### src/rtl/cond_pipe_ctrl.sv
// Pipeline back-end for the ARM-subset controller: carries decoded control from E to W,
// evaluates conditions against the flags register, resolves branches early in D and counts retirements.
module cond_pipe_ctrl #(
  parameter int CTRL_W = 4,
  parameter int DEPTH  = 3,
  parameter int CNT_W  = 16
) (
  input  logic                      clk,
  input  logic                      reset,
  input  logic                      ValidD,
  input  logic [3:0]                CondD,
  input  logic                      BranchD,
  input  logic                      RegWriteD,
  input  logic                      MemWriteD,
  input  logic                      PCSrcD,
  input  logic                      NoWriteD,
  input  logic [1:0]                FlagWriteD,
  input  logic [CTRL_W-1:0]         CtrlD,
  input  logic                      StallE,
  input  logic                      FlushE,
  input  logic [3:0]                ALUFlagsE,
  output logic                      BranchTakenD,
  output logic                      CondExE,
  output logic [3:0]                FlagsE,
  output logic [DEPTH-1:0]          RegWriteP,
  output logic [DEPTH-1:0]          MemWriteP,
  output logic [DEPTH-1:0]          PCSrcP,
  output logic [DEPTH*CTRL_W-1:0]   CtrlP,
  output logic                      PCWrPendingF,
  output logic [CNT_W-1:0]          RetireCnt
);

  // ARM condition table; flags are {N,Z,C,V}
  function automatic logic condPass(input logic [3:0] cond, input logic [3:0] flags);
    logic result;
    case (cond)
      4'b0000: result = flags[2];
      4'b0001: result = ~flags[2];
      4'b0010: result = flags[1];
      4'b0011: result = ~flags[1];
      4'b0100: result = flags[3];
      4'b0101: result = ~flags[3];
      4'b0110: result = flags[0];
      4'b0111: result = ~flags[0];
      4'b1000: result = flags[1] & ~flags[2];
      4'b1001: result = ~flags[1] | flags[2];
      4'b1010: result = (flags[3] == flags[0]);
      4'b1011: result = (flags[3] != flags[0]);
      4'b1100: result = ~flags[2] & (flags[3] == flags[0]);
      4'b1101: result = flags[2] | (flags[3] != flags[0]);
      4'b1110: result = 1'b1;
      4'b1111: result = 1'b1;
      default: result = 1'b0;
    endcase
    return result;
  endfunction

  logic                          validE_r;
  logic [3:0]                    condE_r;
  logic                          regWriteE_r;
  logic                          memWriteE_r;
  logic                          pcSrcE_r;
  logic                          noWriteE_r;
  logic [1:0]                    flagWriteE_r;
  logic [CTRL_W-1:0]             ctrlE_r;
  logic [3:0]                    flagsE_r;
  logic [DEPTH-1:1]              regWritePipe_r;
  logic [DEPTH-1:1]              memWritePipe_r;
  logic [DEPTH-1:1]              pcSrcPipe_r;
  logic [DEPTH-1:1]              execPipe_r;
  logic [DEPTH-1:1][CTRL_W-1:0]  ctrlPipe_r;
  logic [CNT_W-1:0]              retireCnt_r;

  logic                          condExE_s;
  logic                          regWrite0_s;
  logic                          memWrite0_s;
  logic                          pcSrc0_s;
  logic [3:0]                    flagsNext_s;
  logic                          branchTaken_s;
  logic                          pcWrPending_s;

  // E-stage condition, write gating, flag forwarding and early branch resolution
  always_comb begin
    condExE_s   = validE_r & condPass(condE_r, flagsE_r);
    regWrite0_s = regWriteE_r & condExE_s & ~noWriteE_r;
    memWrite0_s = memWriteE_r & condExE_s;
    pcSrc0_s    = pcSrcE_r & condExE_s;
    flagsNext_s[3:2] = (flagWriteE_r[1] & condExE_s) ? ALUFlagsE[3:2] : flagsE_r[3:2];
    flagsNext_s[1:0] = (flagWriteE_r[0] & condExE_s) ? ALUFlagsE[1:0] : flagsE_r[1:0];
    branchTaken_s = BranchD & ValidD & condPass(CondD, flagsNext_s);
    // W stage is excluded: its PC write lands this edge and is no longer pending
    pcWrPending_s = PCSrcD | pcSrcE_r;
    for (int i = 1; i < DEPTH - 1; i++) begin
      pcWrPending_s = pcWrPending_s | pcSrcPipe_r[i];
    end
  end

  // Stage registers, flags register and saturating retirement counter
  always_ff @(posedge clk) begin
    if (!reset) begin
      validE_r       <= 1'b0;
      condE_r        <= 4'b0000;
      regWriteE_r    <= 1'b0;
      memWriteE_r    <= 1'b0;
      pcSrcE_r       <= 1'b0;
      noWriteE_r     <= 1'b0;
      flagWriteE_r   <= 2'b00;
      ctrlE_r        <= '0;
      flagsE_r       <= 4'b0000;
      regWritePipe_r <= '0;
      memWritePipe_r <= '0;
      pcSrcPipe_r    <= '0;
      execPipe_r     <= '0;
      ctrlPipe_r     <= '0;
      retireCnt_r    <= '0;
    end else begin
      if (FlushE) begin
        validE_r     <= 1'b0;
        condE_r      <= 4'b0000;
        regWriteE_r  <= 1'b0;
        memWriteE_r  <= 1'b0;
        pcSrcE_r     <= 1'b0;
        noWriteE_r   <= 1'b0;
        flagWriteE_r <= 2'b00;
        ctrlE_r      <= '0;
      end else if (!StallE) begin
        validE_r     <= ValidD;
        condE_r      <= CondD;
        regWriteE_r  <= RegWriteD;
        memWriteE_r  <= MemWriteD;
        pcSrcE_r     <= PCSrcD;
        noWriteE_r   <= NoWriteD;
        flagWriteE_r <= FlagWriteD;
        ctrlE_r      <= CtrlD;
      end

      // A stalled E instruction commits its flags only once, on the cycle it leaves E
      if (!StallE) begin
        flagsE_r <= flagsNext_s;
      end

      if (StallE) begin
        regWritePipe_r[1] <= 1'b0;
        memWritePipe_r[1] <= 1'b0;
        pcSrcPipe_r[1]    <= 1'b0;
        execPipe_r[1]     <= 1'b0;
        ctrlPipe_r[1]     <= '0;
      end else begin
        regWritePipe_r[1] <= regWrite0_s;
        memWritePipe_r[1] <= memWrite0_s;
        pcSrcPipe_r[1]    <= pcSrc0_s;
        execPipe_r[1]     <= condExE_s;
        ctrlPipe_r[1]     <= ctrlE_r;
      end

      for (int i = 2; i < DEPTH; i++) begin
        regWritePipe_r[i] <= regWritePipe_r[i-1];
        memWritePipe_r[i] <= memWritePipe_r[i-1];
        pcSrcPipe_r[i]    <= pcSrcPipe_r[i-1];
        execPipe_r[i]     <= execPipe_r[i-1];
        ctrlPipe_r[i]     <= ctrlPipe_r[i-1];
      end

      if (execPipe_r[DEPTH-1] && (retireCnt_r != {CNT_W{1'b1}})) begin
        retireCnt_r <= retireCnt_r + {{(CNT_W-1){1'b0}}, 1'b1};
      end
    end
  end

  assign BranchTakenD = branchTaken_s;
  assign CondExE      = condExE_s;
  assign FlagsE       = flagsE_r;
  assign RegWriteP    = {regWritePipe_r, regWrite0_s};
  assign MemWriteP    = {memWritePipe_r, memWrite0_s};
  assign PCSrcP       = {pcSrcPipe_r, pcSrc0_s};
  assign CtrlP        = {ctrlPipe_r, ctrlE_r};
  assign PCWrPendingF = pcWrPending_s;
  assign RetireCnt    = retireCnt_r;

endmodule

### config.mk
export PLATFORM = sky130hd
export DESIGN_NAME = cond_pipe_ctrl
export DESIGN_NICKNAME = d
export VERILOG_FILES = /design/src/rtl/cond_pipe_ctrl.sv
export SDC_FILE = /design/constraint.sdc
export NUM_CORES = 1
export LEC_CHECK = 0
export ABC_AREA = 1
export CORE_UTILIZATION = 25
export CTS_CLUSTER_SIZE = 14
export DETAILED_ROUTE_END_ITERATION = 8
export MAX_ROUTING_LAYER = met4
export SYNTH_ARGS = -nofsm -noshare
export SYNTH_HDL_FRONTEND = slang
export SYNTH_SLANG_ARGS = --single-unit
### constraint.sdc
create_clock -name clk -period 4.4 [get_ports clk]
set_input_delay 0.44 -clock clk [delete_from_list [all_inputs] [get_ports clk]]
set_output_delay 0.44 -clock clk [all_outputs]
set_load 0.02 [all_outputs]
==> results.md, run 1 <==
* Outcome: complete, no violations
* Routed length on met2 at 2938 um
* First-pass GRT wire length at 10,490 um
* Worst reg2reg endpoint: RetireCnt[15]$_SDFFE_PN0P_
* Yosys cell types at 29
* Clk sink count at 51
* Top-Level Pins at 68
* Min Clock Period, post-route at 3.240 ns
* Antenna-violating nets left at 0
* Post-synth top area cell: dfxtp_1
* Most used DFF post-synth: dfxtp_1
* Fmax at 308.6 MHz
* Power Density at 282.3 nW/um2
* Post-route insts no fill at 562
* Seq/Total Area, Yosys at 0.4121
* Die W at 101.5 um
* Final instance area at 3377 um2
* Setup crit end kind: primary output
* Area growth syn-to-layout at 36.31%
* Core area at 9415 um2
* Post-synth top cells: 79 x nand2_1, 62 x inv_1, 51 x dfxtp_1, 38 x nor2_1, 33 x a21oi_1
* Setup violators final at 0
* Cells resized by post-CTS repair at 0
* Clock Pin Slew Worst Setup and Hold Paths at 0.09 ns
* H-tree depth at 2
* Clock Skews at 0.008016 ns
* Final net count at 457
* Pin count of the biggest net entering global routing at 35
* CTS Root Cell: clkbuf_8
* RSZ-0062 raised after global routing: false
* Port-buffer cells at 67
* Syn_nets at 394
* Cts hold-fix bufs at 0
* Synth Instances at 369
* Hold Crit Class: flop to flop
* Initial Util at 0.2631
* Crit path DAT at 2.80 ns
* Yosys reg bits at 51
* Vias at 2,494
* Number of post-CTS setup repair buffers at 0
* WL met3 at 265 um
* First drt pass iteration count at 6
* Antenna Cells at 0
* Die area at 10,310 um2
* Placed Instances at 554
* Highest Signal Layer: met4
* Peak VDD IR at 143.6 uV
* Top post-synthesis cells by area: dfxtp_1 41%, nand2_1 12%, inv_1 9.4%, a21oi_1 6.7%, o21ai_0 5.9%
* Most frequent cell after synthesis: nand2_1
* Slew Limit Fails at 0
* Fillers at 1,014
* Share of the synthesized area in the top cell type at 0.4121
* Async SR Flop Fraction at 0
* Vias in the first global route at 2,267
* Num rows at 35
* Cell Chain, Critical Path: inv_1 -> nand2_1 -> nand3b_1 -> nand2_1 -> nand2_1 -> nand2_1 -> nand3_4 -> nand3_2 -> nand2_1 -> nand2_2 -> nand2_1 -> nand3_1 -> nand2_1 -> nand2_1 -> nor2_1 -> a21oi_1 -> clkdlybuf4s50_1
* Crit-path most repeated cell: nand2_1
* Crit path max fanout at 9
* Syn avg cell area at 6.714 um2
* Post-DR wirelength/cell at 11.40 um
* DR DRC count at 0
* Tcrit/Tclk final at 0.7364
* Wl on met1 at 3067 um
* Post-synth EDFFs at 0
* Worst EP required at 3.96 ns
* Total congestion overflow at 0
* CP max stage cell: clkdlybuf4s50_1
* Hold depth at 2
* Crit path kind: flop to primary output
* Area post-placement at 3256 um2
* CP startpoint kind: flop
* Routability Congestion at 0.8989
* Max_slew headroom at 0.2987
* Min-delay src: execPipe_r[1]$_SDFF_PP0_
* Maxcap violations at 0
* CTS Buffer Depth at 2
* Flop2flop setup slack at 2.27 ns
* Max incr delay on CP at 0.61 ns
* Post-Route Setup TNS at 0 ns
* GRT Util Overall at 0.1327
* Die H at 101.5 um
* TritonCTS buffer count at 5
* Synthesized cell area at 2477 um2
* Final WL at 6404 um
* Yosys warning count at 0
* Clock latency on the worst-skew pair at 0.31 ns
* DR vias/cell at 4.438
* Worst r2r path cells at 12
* Final Hold Vio Count at 0
* Dpl hpwl at 4960 um
* Ratio of cells with drive above 1 in the final layout at 0.06236
* Worst-margin pin slew at 1.049 ns
* Reg-to-Reg Start: RetireCnt[0]$_SDFFE_PN0P_
* Pleak at 1.381 nW
* 1st-iter DRT viols at 134
* Initial antenna violation count at 0
* Hold EP: execPipe_r[2]$_SDFF_PN0_
* TritonCTS clock tree: done
-- sequential cells by signal, summed over array words and instances (netlist names) --
name	flops
pcSrcPipe_r	2
execPipe_r	2
pcSrcE_r	1
memWritePipe_r	2
noWriteE_r	1
condE_r	4
flagWriteE_r	2
validE_r	1
regWritePipe_r	2
memWriteE_r	1
ctrlE_r	4
CtrlP	8
FlagsE	4
regWriteE_r	1
RetireCnt	16
-- metrics by stage --
step / power, mW / setup WS, ns / util / hold slack [ns]
6_report: 0.9534 / 1.160 / 0.3587 / 0.4239
5_1_grt: 1.000 / 0.8432 / 0.3587 / 0.4594
4_1_cts: 0.9632 / 1.122 / 0.3587 / 0.4336
3_5_place_dp: 0.6124 / 1.257 / 0.3458 / 0.4094
2_1_floorplan: 0.5591 / 2.000 / - / 0.3905
3_3_place_gp: 0.6129 / 1.227 / 0.3458 / 0.4079
-- cell usage in the layout, fill, tap and decap left out, types with 2 or more instances in the layout --
cell type / count
nand2_1: 79
clkdlybuf4s50_1: 67
inv_1: 62
dfxtp_1: 51
nor2_1: 38
a21oi_1: 33
o21ai_0: 29
nand3_1: 19
nand4_1: 11
nor3_1: 7
clkbuf_8: 6
nand3_2: 5
inv_2: 4
nand2_2: 4
nor2_2: 2
a211oi_1: 2
-- how the worst max path moves through the flow --
| stage | startpoint | end | slack [ns] | cells past startpoint |
|---|---|---|---|---|
| after floorplan | FlagsE[0]$_SDFFE_PN0N_ | BranchTakenD | 2.00 | 16 |
| final | FlagsE[3]$_SDFFE_PN0N_ | BranchTakenD | 1.16 | 17 |
| after detailed placement | reset | pcSrcE_r$_SDFFE_PP0N_ | 1.26 | 5 |
| after global routing | FlagsE[3]$_SDFFE_PN0N_ | BranchTakenD | 0.84 | 17 |
| after CTS | FlagsE[3]$_SDFFE_PN0N_ | BranchTakenD | 1.12 | 17 |
| after global placement | reset | pcSrcE_r$_SDFFE_PP0N_ | 1.23 | 5 |
-- kinds of logic after synthesis --
kind of cell / synth area share
fa+ha+maj: 0.005050
simple gates: 0.3136
flops: 0.4121
compound gates: 0.1460
buf+inv: 0.1232
-- power breakdown --
group / switching [mW] / leakage [nW] / internal (mW)
combinational: 0.0700 / 0.906 / 0.0516
clock: 0.164 / 0.0618 / 0.187
sequential: 0.00972 / 0.414 / 0.470
total: 0.244 / 1.38 / 0.709
-- metal layers --
metal,GRT usage,up-vias
li1,-,1293
met1,0.1692,1122
met2,0.2100,68
met3,0.02346,11
met4,0.04682,0
met5,-,-
-- worst max-delay path, delay by kind of cell (launching register included) --
family	cells	cell delay (ns)
flops	1	0.45
compound gates	1	0.11
simple gates	14	1.17
buf+inv	2	0.77
-- area by class of cell --
type,count,area [um2],area share
clock buffers,6,82.58,0.02445
clock inverters,2,38.79,0.01149
inverters,67,251.5,0.07447
multi-input cells,240,1151,0.3409
flip-flops and latches,51,1021,0.3023
well taps,129,161.4,0.04780
repair buffers,67,670.6,0.1986
No activity file was read; power rests on OpenSTA's default activity.
==> run 2, diff against run 1 <==
Clock period 4.4 ns to 3.25 ns, I/O delays scaled along.
==> run 2 against run 1 <==
Net effect:
- power increased by 33%
- critical path type unchanged
- worst hold slack gained 0.014 ns
- largest power group unchanged
- clock skew is 0.0038 ns higher
==> results.md, run 2 (synthesis gave the netlist of run 1 again) <==
* Area growth syn-to-layout at 36.82% (was 36.31%)
* DR vias/cell at 4.411 (was 4.438)
* CP max stage cell: dfxtp_1 (was clkdlybuf4s50_1)
* Antenna-violating nets left at 0 (unchanged)
* Post-route total power at 1.271 mW (was 0.9534 mW)
* Total congestion overflow at 0 (unchanged)
* Setup WS post-layout at 0.4017 ns (was 1.160 ns)
* 1st-iter DRT viols at 147 (was 134)
* CTS Root Cell: clkbuf_8 (unchanged)
* Antenna Cells at 0 (unchanged)
* Initial Util at 0.2631 (unchanged)
* TritonCTS buffer count at 5 (unchanged)
* Hold Crit Class: flop to flop (unchanged)
* Max incr delay on CP at 0.45 ns (was 0.61 ns)
* Place WS at 0.3292 ns (was 1.257 ns)
* GRT Util Overall at 0.1353 (was 0.1327)
* Vias in the first global route at 2,294 (was 2,267)
* Routability Congestion at 0.8719 (was 0.8989)
* Max FFs per register at 16 (unchanged)
* Sw Ratio at 0.2605 (was 0.2560)
* Commonest non-fill, non-tap cell in the layout: nand2_1 (unchanged)
* Fillers at 1,013 (was 1,014)
* Peak VDD IR at 176.2 uV (was 143.6 uV)
* First drt pass iteration count at 4 (was 6)
* Num rows at 35 (unchanged)
* Outcome: complete, no violations (unchanged)
* Post-route insts no fill at 564 (was 562)
* Port-buffer cells at 67 (unchanged)
* Tcrit/Tclk final at 0.8764
* Pint at 0.9403 mW (was 0.7093 mW)
* First-pass GRT wire length at 10,760 um (was 10,490 um)
* Most frequent cells in the layout: 79 x nand2_1, 66 x clkdlybuf4s50_1, 62 x inv_1 (was 79 x nand2_1, 67 x clkdlybuf4s50_1, 62 x inv_1)
* Clock Pin Slew Worst Setup and Hold Paths at 0.10 ns (was 0.09 ns)
* Setup violators final at 0 (unchanged)
* Final instance area at 3390 um2 (was 3377 um2)
* Clock network power share at 0.357 (was 0.369)
* Sequential Power Share at 0.511 (was 0.504)
* Clock latency on the worst-skew pair at 0.30 ns (was 0.31 ns)
* Crit path max fanout at 9 (unchanged)
* Setup crit end kind: primary output (unchanged)
* Vias at 2,488 (was 2,494)
* Maxcap violations at 0 (unchanged)
* CP startpoint kind: flop (unchanged)
* Clk sink count at 51 (unchanged)
* Initial antenna violation count at 0 (unchanged)
* Power Density at 375.1 nW/um2 (was 282.3 nW/um2)
* Crit-path most repeated cell: nand2_1 (unchanged)
* Switching pwr at 0.3312 mW (was 0.2441 mW)
* Die W at 101.5 um (unchanged)
* Core area at 9415 um2 (unchanged)
* Clock Skews at 0.01185 ns (was 0.008016 ns)
* Crit path kind: flop to primary output (unchanged)
* Pin count of the biggest net entering global routing at 22 (was 35)
* Post-DR wirelength/cell at 11.45 um (was 11.40 um)
* Cts hold-fix bufs at 0 (unchanged)
* Crit path DAT at 2.52 ns (was 2.80 ns)
* Post-Route Setup TNS at 0 ns (unchanged)
* Area post-placement at 3271 um2 (was 3256 um2)
* Final Hold Vio Count at 0 (unchanged)
* Cell Chain, Critical Path: inv_1 -> a21oi_1 -> nand3_1 -> nand2_1 -> nand3_4 -> nand3_2 -> nand2_1 -> nand2_1 -> nand2_1 -> nor2_1 -> nand2_1 -> nand2_1 -> nor2_1 -> a21oi_1 -> dlymetal6s2s_1 (was inv_1 -> nand2_1 -> nand3b_1 -> nand2_1 -> nand2_1 -> nand2_1 -> nand3_4 -> nand3_2 -> nand2_1 -> nand2_2 -> nand2_1 -> nand3_1 -> nand2_1 -> nand2_1 -> nor2_1 -> a21oi_1 -> clkdlybuf4s50_1)
* TritonCTS clock tree: done (unchanged)
* Final net count at 459 (was 457)
* Placed Instances at 556 (was 554)
* Slew Limit Fails at 0 (unchanged)
* Cell type group with the largest total delay on the critical path: simple AND/OR/NAND/NOR gates (unchanged)
* Dpl hpwl at 5005 um (was 4960 um)
* Pleak at 1.400 nW (was 1.381 nW)
* RSZ-0062 raised after global routing: false (unchanged)
* Worst EP required at 2.92 ns (was 3.96 ns)
* Top-Level Pins at 68 (unchanged)
* Worst-margin pin slew at 0.6488 ns (was 1.049 ns)
* Worst hold slack at 0.4380 ns (was 0.4239 ns)
* Combinational share of power at 0.132 (was 0.128)
* Min Clock Period, post-route at 2.848 ns
* Util after Layout at 0.3600 (was 0.3587)
* CTS Buffer Depth at 2 (unchanged)
* DR DRC count at 0 (unchanged)
* Ratio of cells with drive above 1 in the final layout at 0.06897 (was 0.06236)
* Max_slew headroom at 0.5661 (was 0.2987)
* Die H at 101.5 um (unchanged)
* Fmax at 351.1 MHz
* Die area at 10,310 um2 (unchanged)
* H-tree depth at 2 (unchanged)
* Final WL at 6457 um (was 6404 um)
* Number of buffers and inverters on the critical path at 2 (unchanged)
==> run 2: final cells by class <==
class / instances / area [um2] / area share
inverter: 67 / 251.5 / 0.07420
clock buffer: 5 / 68.82 / 0.02030
tap: 129 / 161.4 / 0.04762
sequential: 51 / 1022 / 0.3016
timing repair buffer: 69 / 688.2 / 0.2030
multi-input combinational: 240 / 1151 / 0.3396
clock inverter: 3 / 46.29 / 0.01366
==> run 2: timing repair <==
action	in CTS	in global routing
buffers inserted	0	0
gates cloned	0	0
gates resized for setup	1	1
endpoints found under the setup margin	1	1
==> run 2: worst paths after layout <==
kind                             start                    endpoint  slack [ns]  cells after the start
max             FlagsE[1]$_SDFFE_PN0N_                BranchTakenD        0.40                     15
min           execPipe_r[1]$_SDFF_PP0_    execPipe_r[2]$_SDFF_PN0_        0.44                      2
max reg2reg  RetireCnt[0]$_SDFFE_PN0P_  RetireCnt[15]$_SDFFE_PN0P_        1.14                     12
min reg2reg   execPipe_r[1]$_SDFF_PP0_    execPipe_r[2]$_SDFF_PN0_        0.44                      2
==> run 2: tightest hold or removal path, stage by stage (launching register included) <==
cell     delay, ns
dfxtp_1       0.32
nand2_1       0.05
inv_1         0.04
==> run 2: power by group through the flow <==
stage	combinational, mW	sequential, mW	clock [mW]
2_1_floorplan	0.0890	0.668	0
3_3_place_gp	0.168	0.665	0
3_5_place_dp	0.167	0.665	0
4_1_cts	0.168	0.651	0.474
5_1_grt	0.187	0.653	0.500
6_report	0.167	0.650	0.454
==> run 2: layer usage <==
metal  vias to the layer above  track usage  wire, um
li1                       1303            -         -
met1                      1111       0.1750      3063
met2                        69       0.2162      2997
met3                         5      0.02553       352
met4                         0      0.03344        44
met5                         -            -         0
==> run 3, diff against run 2 <==
==> constraint.sdc (replaced) <==
create_clock -name clk -period 2.59 [get_ports clk]
set_input_delay 0.259 -clock clk [delete_from_list [all_inputs] [get_ports clk]]
set_output_delay 0.259 -clock clk [all_outputs]
set_load 0.1 [all_outputs]
==> run 3 against run 2 <==
Net effect:
- the flow now finishes with violations (setup timing)
- first-iteration DRC count fell by 20%
- sequential cell count unchanged
- sequential share of layout area decreased by 0.53 points
- worst hold slack worse by 0.0044 ns
- register-to-register slack worse by 0.63 ns
- sequential power rose by 25%
- die area stayed put
- count of clock-buffer cells in the layout unchanged
- highest routed layer unchanged
==> results.md, run 3 (synthesis gave the netlist of run 1 again) <==
* M1 GR Usage at 0.1741 (was 0.1750)
* Dpl hpwl at 5155 um (was 5005 um)
* Place WS at 0.1411 ns (was 0.3292 ns)
* RSZ-0062 raised after global routing: true (was false)
* Setup crit end kind: primary output (unchanged)
* Final Hold Vio Count at 0 (unchanged)
* Top-Level Pins at 68 (unchanged)
* DR DRC count at 0 (unchanged)
* Worst-margin pin slew at 0.4363 ns (was 0.6488 ns)
* Setup violators final at 1 (was 0)
* Met3 usage at 0.02553 (unchanged)
* Peak VDD IR at 234.8 uV (was 176.2 uV)
* Vias at 2,534 (was 2,488)
* Vias in the first global route at 2,368 (was 2,294)
* Worst EP required at 2.33 ns (was 2.92 ns)
* Crit path DAT at 2.34 ns (was 2.52 ns)
* Clock latency on the worst-skew pair at 0.30 ns (about the same)
* Total congestion overflow at 0 (unchanged)
* First drt pass iteration count at 4 (unchanged)
* Slew Limit Fails at 0 (unchanged)
* Fmax at 384.2 MHz
* Port-buffer cells at 67 (unchanged)
* Commonest non-fill, non-tap cell in the layout: nand2_1 (unchanged)
* Final net count at 468 (was 459)
* First-pass GRT wire length at 10,970 um (was 10,760 um)
* Crit path max fanout at 6 (was 9)
* Most frequent cells in the layout: 68 x nand2_1, 58 x inv_1, 48 x buf_4 (was 79 x nand2_1, 66 x clkdlybuf4s50_1, 62 x inv_1)
* Die area at 10,310 um2 (unchanged)
* Post-Route Setup TNS at -0.01281 ns (was 0 ns)
* CTS Buffer Depth at 2 (unchanged)
* Final instance area at 3538 um2 (was 3390 um2)
* Final WL at 6830 um (was 6457 um)
* Ratio of cells with drive above 1 in the final layout at 0.2613 (was 0.06897)
* Num rows at 35 (unchanged)
* Tcrit/Tclk final at 1.005
* Clock Pin Slew Worst Setup and Hold Paths at 0.09 ns (was 0.10 ns)
* Setup WS post-layout at -0.01281 ns (was 0.4017 ns)
* Max_slew headroom at 0.7074 (was 0.5661)
* Antenna-violating nets left at 0 (unchanged)
* Maxcap violations at 0 (unchanged)
* Pin count of the biggest net entering global routing at 22 (unchanged)
* TritonCTS buffer count at 5 (unchanged)
* Die W at 101.5 um (unchanged)
* Min Clock Period, post-route at 2.603 ns
* Fillers at 994 (was 1,013)
* H-tree depth at 2 (unchanged)
* Core area at 9415 um2 (unchanged)
* Cts hold-fix bufs at 0 (unchanged)
* Max FFs per register at 16 (unchanged)
* Routability Congestion at 0.9502 (was 0.8719)
* Global route hottest layer: met2 (unchanged)
* Initial Util at 0.2631 (unchanged)
* Die H at 101.5 um (unchanged)
* Post-route total power at 1.592 mW (was 1.271 mW)
* Power Density at 449.9 nW/um2 (was 375.1 nW/um2)
* Antenna Cells at 0 (unchanged)
* Area growth syn-to-layout at 42.83% (was 36.82%)
* DR vias/cell at 4.422 (was 4.411)
* Area post-placement at 3254 um2 (was 3271 um2)
* Failing checks: setup timing
* CTS Root Cell: clkbuf_8 (unchanged)
* Hold Crit Class: flop to flop (unchanged)
* TritonCTS clock tree: done (unchanged)
* Clk sink count at 51 (unchanged)
* Outcome: finished, violations left (was complete, no violations)
* GRT Util Overall at 0.1384 (was 0.1353)
* CP startpoint kind: flop (unchanged)
* 1st-iter DRT viols at 118 (was 147)
* Worst hold slack at 0.4336 ns (was 0.4380 ns)
* Pleak at 1.555 nW (was 1.400 nW)
* Crit path kind: flop to primary output (unchanged)
* Clock Skews at 0.003563 ns (was 0.01185 ns)
* Post-DR wirelength/cell at 11.92 um (was 11.45 um)
* Met2 usage at 0.2271 (was 0.2162)
* Initial antenna violation count at 0 (unchanged)
==> run 3: what timing repair did <==
action                                  in CTS  in global routing
gates resized for setup                     15                 32
pin swaps                                    4                 22
buffers inserted                             2                  5
cloned                                       1                  0
endpoints found under the setup margin       1                  1
==> run 3: area by class of cell <==
class                      instances  area, um2  area share
multi-input combinational        241       1282      0.3624
tap                              129      161.4     0.04562
clock inverter                     3      18.77    0.005304
clock buffer                       5      68.82     0.01945
sequential                        51       1049      0.2963
timing repair buffer              77      701.9      0.1984
inverter                          67      256.5     0.07249
==> run 3: final timing paths <==
| check | endpoint | cells past startpoint | from | slack (ns) |
|---|---|---|---|---|
| setup reg to reg | RetireCnt[15]$_SDFFE_PN0P_ | 12 | RetireCnt[0]$_SDFFE_PN0P_ | 0.51 |
| hold / removal | execPipe_r[2]$_SDFF_PN0_ | 2 | execPipe_r[1]$_SDFF_PP0_ | 0.43 |
| hold reg to reg | execPipe_r[2]$_SDFF_PN0_ | 2 | execPipe_r[1]$_SDFF_PP0_ | 0.43 |
| setup / recovery | BranchTakenD | 14 | condE_r[3]$_SDFFE_PP0N_ | -0.01 |
==> run 3: power breakdown <==
part | switching, mW | internal [mW] | total, mW
combinational | 0.213 | 0.112 | 0.325
sequential | 0.0190 | 0.796 | 0.815
clock | 0.261 | 0.191 | 0.452
total | 0.493 | 1.10 | 1.59
==> run 3: metal layers <==
metal	vias up	part of all wire
li1	1325	-
met1	1132	0.47
met2	75	0.47
met3	2	0.047
met4	0	0.0053
met5	-	0
==> run 3: worst max-delay path, stage by stage (launching register included) <==
cell and delay (ns):
dfxtp_4 0.41, inv_2 0.06, nor2_4 0.12, nand3_2 0.08, a21oi_2 0.19, nor2_4 0.08
nand3_4 0.10, nand4_1 0.17, nand3_1 0.16, o21ai_1 0.09, nor2_2 0.13, nand2_1 0.08
nor2_2 0.13, a21oi_4 0.08, buf_12 0.17
==> run 3: per-stage QoR <==
step,utilization,std cells
after floorplan,-,369
after global placement,0.3456,557
after detailed placement,0.3456,557
after CTS,0.3611,568
after global routing,0.3758,573
final,0.3758,573
